### config.mk
export PLATFORM = sky130hd
export DESIGN_NAME = block_buffer_flat
export DESIGN_NICKNAME = d
export VERILOG_FILES = /design/src/rtl/block_buffer_if.sv /design/src/rtl/block_buffer.sv /design/src/flat_wrapper.sv
export SDC_FILE = /design/constraint.sdc
export NUM_CORES = 1
export LEC_CHECK = 0
export ABC_AREA = 0
export BUFFER_PORTS_ARGS = -buffer_cell sky130_fd_sc_hd__buf_2
export CAP_MARGIN = 0
export CORE_UTILIZATION = 50
export DETAILED_ROUTE_END_ITERATION = 6
export GPL_ROUTABILITY_DRIVEN = 0
export HOLD_SLACK_MARGIN = 0.02
export PLACE_DENSITY = 0.79
export SYNTH_ARGS = -nofsm -noshare
export SYNTH_HDL_FRONTEND = slang
export SYNTH_SLANG_ARGS = --single-unit
export TNS_END_PERCENT = 5
### constraint.sdc
create_clock -name clk -period 2.7 [get_ports clk]
set_input_delay 0.54 -clock clk [delete_from_list [all_inputs] [get_ports clk]]
set_output_delay 0.54 -clock clk [all_outputs]
set_load 0.005 [all_outputs]
### src/rtl/block_buffer_if.sv
// rtl/block_buffer_if.sv - word-in / block-out handshake bundle for block_buffer
interface block_buffer_if #(
  parameter int WORD_W = 32,
  parameter int WORDS  = 4
);
  localparam int BLK_W = WORD_W * WORDS;
  localparam int IB_W  = $clog2(WORD_W / 8) + 1;
  localparam int OB_W  = $clog2(BLK_W / 8 + 1);

  logic              in_valid;
  logic              in_ready;
  logic [WORD_W-1:0] in_data;
  logic              in_last;
  logic [IB_W-1:0]   in_bytes;
  logic              out_valid;
  logic              out_ready;
  logic [BLK_W-1:0]  out_data;
  logic              out_last;
  logic [OB_W-1:0]   out_bytes;

  modport master (
    output in_valid, in_data, in_last, in_bytes, out_ready,
    input  in_ready, out_valid, out_data, out_last, out_bytes
  );

  modport slave (
    input  in_valid, in_data, in_last, in_bytes, out_ready,
    output in_ready, out_valid, out_data, out_last, out_bytes
  );
endinterface

### src/rtl/block_buffer.sv
// rtl/block_buffer.sv - packs message words into blocks; optional Ascon 0x01 padding under ASCON_PAD_EN
module block_buffer #(
  parameter int WORD_W = 32,
  parameter int WORDS  = 4
) (
  input logic         clk,
  input logic         rst_n,
  input logic         clear,
  block_buffer_if.slave bus
);
  localparam int WB    = WORD_W / 8;
  localparam int BLK_W = WORD_W * WORDS;
  localparam int OB_W  = $clog2(BLK_W / 8 + 1);
  localparam int IDX_W = (WORDS > 1) ? $clog2(WORDS) : 1;
`ifdef ASCON_PAD_EN
  localparam int BLK_B = BLK_W / 8;
`endif

  typedef enum logic [1:0] {
    FILL = 2'd0,
    FULL = 2'd1
`ifdef ASCON_PAD_EN
    , PAD = 2'd2
`endif
  } state_t;

  state_t            state, state_nx;
  logic [IDX_W-1:0]  idx;
  logic [BLK_W-1:0]  storage;
  logic              last_q;
  logic [OB_W-1:0]   bytes_q;
`ifdef ASCON_PAD_EN
  // set when a full-size last block still owes the trailing pad-only block
  logic              pad_pending;
`endif

  logic              in_fire, out_fire, complete;
  logic [IDX_W-1:0]  wr_idx;
  logic [WORD_W-1:0] masked;
  logic [BLK_W-1:0]  blk_wr;
  logic [OB_W-1:0]   bytes_wr;

  assign in_fire  = bus.in_valid && bus.in_ready;
  assign out_fire = bus.out_valid && bus.out_ready;
  assign bus.out_last  = last_q;
  assign bus.out_bytes = bytes_q;

  // Block image after writing the incoming word; a word taken in FULL starts a fresh block at index 0
  always_comb begin
    wr_idx   = (state == FILL) ? idx : '0;
    complete = (int'(wr_idx) == WORDS - 1) || bus.in_last;
    masked   = '0;
    for (int b = 0; b < WB; b++) begin
      masked[8*b +: 8] = (!bus.in_last || b < int'(bus.in_bytes)) ? bus.in_data[8*b +: 8] : 8'h00;
    end
    blk_wr = (state == FILL) ? storage : '0;
    blk_wr[int'(wr_idx)*WORD_W +: WORD_W] = masked;
    bytes_wr = OB_W'(int'(wr_idx) * WB + (bus.in_last ? int'(bus.in_bytes) : WB));
  end

  // State register
  always_ff @(posedge clk or negedge rst_n) begin
    if (!rst_n) state <= FILL;
    else        state <= state_nx;
  end

  // Next-state logic; clear overrides any handshake in the same cycle
  always_comb begin
    state_nx = state;
    case (state)
      FILL: if (in_fire && complete) state_nx = FULL;
      FULL: begin
        if (out_fire) begin
          if (in_fire)           state_nx = complete ? FULL : FILL;
`ifdef ASCON_PAD_EN
          else if (pad_pending)  state_nx = PAD;
`endif
          else                   state_nx = FILL;
        end
      end
`ifdef ASCON_PAD_EN
      PAD:  if (out_fire) state_nx = FILL;
`endif
      default: state_nx = FILL;
    endcase
    if (clear) state_nx = FILL;
  end

  // Handshake outputs and presented block, including the 0x01 pad byte when enabled
  always_comb begin
    bus.in_ready  = 1'b0;
    bus.out_valid = (state != FILL);
    bus.out_data  = storage;
    case (state)
      FILL:    bus.in_ready = 1'b1;
`ifdef ASCON_PAD_EN
      FULL:    bus.in_ready = bus.out_ready && !pad_pending;
`else
      FULL:    bus.in_ready = bus.out_ready;
`endif
      default: bus.in_ready = 1'b0;
    endcase
`ifdef ASCON_PAD_EN
    if (last_q && int'(bytes_q) < BLK_B) begin
      bus.out_data = storage | (BLK_W'(1) << (8 * int'(bytes_q)));
    end
`endif
  end

  // Block storage, word index and block descriptors
  always_ff @(posedge clk or negedge rst_n) begin
    if (!rst_n) begin
      storage <= '0;
      idx     <= '0;
      last_q  <= 1'b0;
      bytes_q <= '0;
`ifdef ASCON_PAD_EN
      pad_pending <= 1'b0;
`endif
    end else if (clear) begin
      storage <= '0;
      idx     <= '0;
      last_q  <= 1'b0;
      bytes_q <= '0;
`ifdef ASCON_PAD_EN
      pad_pending <= 1'b0;
`endif
    end else if (in_fire) begin
      storage <= blk_wr;
      if (complete) begin
        idx     <= '0;
        bytes_q <= bytes_wr;
        last_q  <= bus.in_last;
`ifdef ASCON_PAD_EN
        pad_pending <= bus.in_last && (int'(bytes_wr) == BLK_B);
        if (bus.in_last && int'(bytes_wr) == BLK_B) last_q <= 1'b0;
`endif
      end else begin
        idx     <= wr_idx + IDX_W'(1);
        bytes_q <= '0;
        last_q  <= 1'b0;
`ifdef ASCON_PAD_EN
        pad_pending <= 1'b0;
`endif
      end
    end else if (out_fire) begin
      // storage is zeroed so the pad-only block is just the 0x01 byte at position 0
      storage <= '0;
      idx     <= '0;
      bytes_q <= '0;
`ifdef ASCON_PAD_EN
      last_q      <= pad_pending;
      pad_pending <= 1'b0;
`else
      last_q  <= 1'b0;
`endif
    end
  end
endmodule

### src/flat_wrapper.sv
// flat-port wrapper written by rule: the top's interface ports become plain ports
module block_buffer_flat 
#(
  parameter int WORD_W = 32,
  parameter int WORDS  = 4
)
  (clk, rst_n, clear, bus_in_valid, bus_in_data, bus_in_last, bus_in_bytes, bus_out_ready, bus_in_ready, bus_out_valid, bus_out_data, bus_out_last, bus_out_bytes);
  block_buffer_if #(.WORD_W(WORD_W), .WORDS(WORDS)) bus_i ();
  input logic clk;
  input logic rst_n;
  input logic clear;
  input wire logic [$bits(bus_i.in_valid)-1:0] bus_in_valid;
  input wire logic [$bits(bus_i.in_data)-1:0] bus_in_data;
  input wire logic [$bits(bus_i.in_last)-1:0] bus_in_last;
  input wire logic [$bits(bus_i.in_bytes)-1:0] bus_in_bytes;
  input wire logic [$bits(bus_i.out_ready)-1:0] bus_out_ready;
  output wire logic [$bits(bus_i.in_ready)-1:0] bus_in_ready;
  output wire logic [$bits(bus_i.out_valid)-1:0] bus_out_valid;
  output wire logic [$bits(bus_i.out_data)-1:0] bus_out_data;
  output wire logic [$bits(bus_i.out_last)-1:0] bus_out_last;
  output wire logic [$bits(bus_i.out_bytes)-1:0] bus_out_bytes;
  assign bus_i.in_valid = bus_in_valid;
  assign bus_i.in_data = bus_in_data;
  assign bus_i.in_last = bus_in_last;
  assign bus_i.in_bytes = bus_in_bytes;
  assign bus_i.out_ready = bus_out_ready;
  assign bus_in_ready = bus_i.in_ready;
  assign bus_out_valid = bus_i.out_valid;
  assign bus_out_data = bus_i.out_data;
  assign bus_out_last = bus_i.out_last;
  assign bus_out_bytes = bus_i.out_bytes;
  block_buffer #(.WORD_W(WORD_W), .WORDS(WORDS)) u_core (.clk(clk), .rst_n(rst_n), .clear(clear), .bus(bus_i));
endmodule
## Word level (Yosys, flattened, before mapping)

Index checks and enable logic that the tools add are counted.

- Bits in registers: 138
- Output and inout bits: 136
- Word-level logic and storage cells: 61

- Multiplexer cells: 30
- $add $sub $neg: 3
- Eq/ne operators: 4
- Reduce and logical (&&, ||, !) cells: 13
- Shift-type cells: 2
- $lt $le $gt $ge: 4

Operators by type and width:

| kind | count |
|---|---|
| 128-bit two-way mux | 4 |
| 128-bit bitwise mux | 1 |
| 32-bit by 33-bit variable shift with 128-bit output (first input constant) | 1 |
| 32-bit by 33-bit variable part select with 128-bit output | 1 |
| 7-bit negator with 33-bit output | 1 |
| 8-bit two-way mux | 4 |
| 5-bit two-way mux | 4 |
| 2-bit two-way mux | 9 |
| 1-bit by 3-bit < comparator with 1-bit output (first input constant) | 2 |
| 2-bit by 3-bit < comparator with 1-bit output (first input constant) | 2 |
| 5-bit adder | 1 |
| 1-bit logical OR | 5 |
| 1-bit two-way mux | 5 |
| 2-bit by 1-bit == test with 1-bit output (second input constant) | 2 |
| 2-bit one-hot mux with 2 select lines | 1 |
| 1-bit logical AND | 3 |
| 3-bit two-way mux | 1 |
| 3-bit by 2-bit inequality test with 1-bit output (second input constant) | 1 |
| 3-bit inequality test (second input constant) | 1 |
| 3-bit nonzero test | 1 |
| 2-bit by 1-bit adder with 2-bit output (second input constant) | 1 |
| 2-bit zero test | 1 |
| 1-bit one-hot mux with 2 select lines | 1 |
| 2-bit AND reduction | 1 |
| 2 further kinds | 2 |

## Longest topological paths before layout

- Word-level depth: 9
- Gate-level depth with buffers: 7

## Worst setup path before layout

Ideal clock, no wire load.

- Path type: reg-to-reg
- Start: reg u_core.state[0]
- End: reg u_core.storage[112] (netlist: u_core.bus.out_data[112])
- Slack: 0.527 ns
- Cell stages (with the launch flop): 6
- Period minus slack after synthesis: 2.173 ns
- Data required time: 2.633 ns
- Library setup time: 0.067 ns
- Data arrival time: 2.107 ns
- Cell sequence: dfrtp_1 nand2b_1 ha_1 or3b_2 a211oi_4 a22o_1

- Longest elaborated chain between the ends: 7
- Elaborated cells on any way between the ends: 15

RTL lines:

| item | line | text |
|---|---|---|
| start: declaration | block_buffer.sv:27 | `state_t state, state_nx;` |
| start signal: assignment | block_buffer.sv:64 | `else state <= state_nx;` |
| 2-bit zero test | block_buffer.sv:50, block_buffer.sv:56, block_buffer.sv:94 |  |
| 2-bit two-way mux | block_buffer.sv:50 | `wr_idx = (state == FILL) ? idx : '0;` |
| 7-bit negator with 33-bit output | block_buffer.sv:57 | `blk_wr[int'(wr_idx)*WORD_W +: WORD_W] = masked;` |
| 32-bit by 33-bit variable part select with 128-bit output or 32-bit by 33-bit variable shift with 128-bit output (tied branches) | block_buffer.sv:57 |  |
| 128-bit bitwise mux | block_buffer.sv:57 |  |
| 128-bit two-way mux | block_buffer.sv:128 | `end else if (in_fire) begin` |
| 128-bit two-way mux | block_buffer.sv:120 | `end else if (clear) begin` |
| end signal: assignment | block_buffer.sv:129 | `storage <= blk_wr;` |
| end: declaration | block_buffer.sv:29 | `logic [BLK_W-1:0] storage;` |

Several ways; a longest one is shown, not always the timed one.
A chain may end at the register's enable or synchronous reset.

## Final worst setup path

- Start: reg u_core.state[0]
- End: reg u_core.storage[116] (netlist: u_core.bus.out_data[116])

The elaborated chain is that of the path after synthesis.

==> flow_metrics.py <==
metrics = {
    "run_status": {
        "run_status": "complete, no violations",
    },
    "sta": {
        "final-hold-violation-count": 0,
        "max-slew-margin-rel_pct": 44.6,
        "timing.final.crit_period_ps": 2460,
        "whs_ps": 237,
        "final.setup_skew_ps": 6.51,
        "setup_viol": 0,
        "grt_setup_unrepaired": "false",
        "max_freq_mhz": 407,
        "tightest_slew_ps": 829,
        "report.final.slew_viol_count": 0,
        "finalSetupTns_ps": 0,
        "post-route-period-util_pct": 91.0,
    },
    "floorplan": {
        "core_mm2": 0.0103,
        "io_pins": 177,
        "die_height_um": 105,
        "floorplan.rows": 37,
        "die_area_mm2": 0.0110,
        "initial_utilization_pct": 51.4,
        "dieWidth_um": 105,
    },
    "cts": {
        "cts_buf_count": 17,
        "clkLatencyLatePin_ps": 520,
        "ctsRootBufferMaster": "sky130_fd_sc_hd__clkbuf_8",
        "post_cts.resized_instances": 0,
        "clock_tree.buffer_depth": 2,
        "cts_htree_levels": 4,
        "total_number_of_clock_tree_sinks": 137,
        "cts_tree": "done",
        "clock_transition_at_the_register_clock_pins_on_the_worst_setup_and_hold_paths_after_cts_ps": 60,
    },
    "route": {
        "dr.pass1.iters": 4,
        "via_count": 4198,
        "drt_iter0_markers": 275,
        "detail_route.vias_per_cell": 6.12,
        "routed_wl_um": 14700,
        "wl_per_cell_um": 21.5,
        "ant_nets": 0,
        "drc_errors": 0,
    },
    "global_route": {
        "grt_antenna_before_repair": 0,
        "groute.usage.overall_pct": 28.1,
        "grt_pass1_vias": 4312,
        "grt_pass1_wl_um": 23400,
        "global_route_overflow": 0,
        "maximum_number_of_pins_on_one_net_before_global_route_repair": 58,
    },
    "logic_synthesis": {
        "synthDominantCellAreaShare_pct": 64.9,
        "synth_top_cell_by_area": "sky130_fd_sc_hd__dfrtp_1",
        "synth_simple_gate_area_share_pct": 4.10,
        "synth_flop_cell": "sky130_fd_sc_hd__dfrtp_1",
        "synth_mux_area_share_pct": 0,
        "post_synth_most_frequent_cells": "137 x sky130_fd_sc_hd__dfrtp_1, 75 x sky130_fd_sc_hd__a32o_1, 61 x sky130_fd_sc_hd__a22o_1",
        "synth_async_sr_flop_share_pct": 100,
        "synth.top_cells.by_area": "sky130_fd_sc_hd__dfrtp_1 65%, sky130_fd_sc_hd__a32o_1 14%, sky130_fd_sc_hd__a22o_1 10%",
        "synthesis.instances": 349,
        "yosysUniqueCellTypes": 33,
        "number_of_nets_in_the_synthesized_netlist": 396,
        "synth_top_family_by_area": "compound AO/OA/AOI/OAI gates",
        "ys_ff_latch": 137,
        "yosys_warning_count": 0,
        "syn_avg_cell_area_um2": 15.1,
        "synth_compound_area_share_pct": 27.0,
        "synth-adder-area-share_pct": 1.42,
        "synth_xor_area_share_pct": 0,
        "seq_area_frac_synth_pct": 64.9,
        "mappedNetlistArea_mm2": 0.00528,
        "synth-edff-count": 0,
        "post-synth-top-count-cell": "sky130_fd_sc_hd__dfrtp_1",
    },
    "worst_setup_path": {
        "path_max_fanout": 10,
        "critPathRequiredTime_ps": 3150,
        "launching_element_type_of_the_critical_path": "flip-flop",
        "crit_family": "simple AND/OR/NAND/NOR gates",
        "crit_path_cell_trace": "nand2b_1 > ha_1 > or3b_2 > a211oi_4 > a22o_1",
        "max_stage_delay_ps": 640,
        "slowest_stage": "sky130_fd_sc_hd__or3b_2",
        "setup.worst_path.class": "flip-flop to flip-flop",
        "cp_data_arrival_time_ps": 2910,
        "worst_setup_path_end_kind": "flip-flop",
        "worst-path-buf-inv": 0,
    },
    "layout": {
        "diodes": 0,
        "utilization_pct": 69.0,
        "area_of_combinational_cells_with_multiple_inputs_mm2": 0.00177,
        "fillers": 731,
        "layout-area-overhead-vs-synth_pct": 34.2,
        "drive_gt1_share_pct": 43.5,
        "design.final.nets": 584,
        "seqCellArea_mm2": 0.00343,
    },
    "flow_run": {
        "max_cap_viol_count": 0,
    },
    "placement": {
        "place.detailed.hpwl_um": 9970,
        "io_buffers": 176,
    },
    "pwr": {
        "leakagePower_nw": 3.73,
        "pwr_density_cell_mw_per_mm2": 694,
        "vdd_ir_drop_max_uv": 374,
    },
    "worst_hold_path": {
        "hold_class": "input port to flip-flop",
    },
}
[final timing paths]
path | from | to | slack [ps] | depth (start not counted)
max | u_core.state[0] | u_core.bus.out_data[116] | 240 | 5
max reg2reg | u_core.state[0] | u_core.bus.out_data[116] | 240 | 5
min in group asynchronous | rst_n | u_core.bus.out_data[6] | 520 | 2
min reg2reg | u_core.bus.out_data[59] | u_core.bus.out_data[59] | 490 | 1
min | clear | u_core.state[0] | 240 | 2
max in group asynchronous | rst_n | u_core.bus.out_data[74] | 1510 | 3
[metrics by stage]
stage	setup slack, ps	total power [mW]	cells	cell area (um2)
floorplan	527	2.29	349	5280
global placement	411	2.48	653	6450
detailed placement	287	2.49	653	6450
CTS	254	4.96	686	7090
global route	141	5.09	686	7090
finish	244	4.92	686	7090
[area by class of cell]
type / instances / area share (%)
Clock buffer: 20 / 6.14
Multi-Input combinational cell: 183 / 25.0
Timing Repair Buffer: 193 / 15.1
Sequential cell: 137 / 48.4
Inverter: 5 / 0.265
Tap cell: 136 / 2.40
Clock inverter: 12 / 2.79
[cell usage in the layout, fill, tap and decap left out, types with 5 or more instances in the layout]
cell,count
sky130_fd_sc_hd__ha_1,6
sky130_fd_sc_hd__dfrtp_1,137
sky130_fd_sc_hd__bufinv_16,5
sky130_fd_sc_hd__clkbuf_16,16
sky130_fd_sc_hd__buf_2,175
sky130_fd_sc_hd__inv_1,5
sky130_fd_sc_hd__a32o_1,75
sky130_fd_sc_hd__buf_4,12
sky130_fd_sc_hd__a22o_1,61
[power breakdown]
part / internal (mW) / switching [mW]
combinational: 0.119 / 0.230
clock: 1.61 / 0.845
sequential: 2.09 / 0.0229
total: 3.82 / 1.10
[cells by family (layout without fill, tap and decap cells)]
logic type                 Yosys count  after routing
adders and majority gates            6              6
DFF                                137            137
and+or+nand+nor                     28             28
AOI/OAI and AO/OA                  149            149
buffers and inverters               29            230
[per-layer routing]
layer | up-vias | routed length [um] | track usage (%)
met1 | 2175 | 6240 | 36.9
met5 | - | 0 | 0
met3 | 17 | 1120 | 7.86
met2 | 188 | 7210 | 44.7
met4 | 0 | 179 | 10.5
li1 | 1818 | - | -
[state kept, by name, summed over array words and instances, names as in the netlist]
name,count
u_core.bus.out_data,128
u_core.bus.out_bytes,5
u_core.bus.out_last,1
u_core.idx,2
u_core.state,1
[what timing repair did]
item                                   CTS  global route
hold buffers                             1             0
setup endpoints to repair                0             0
endpoints found under the hold margin   45             0
buffers inserted                         0             0
No activity file was read; power rests on OpenSTA's default activity.
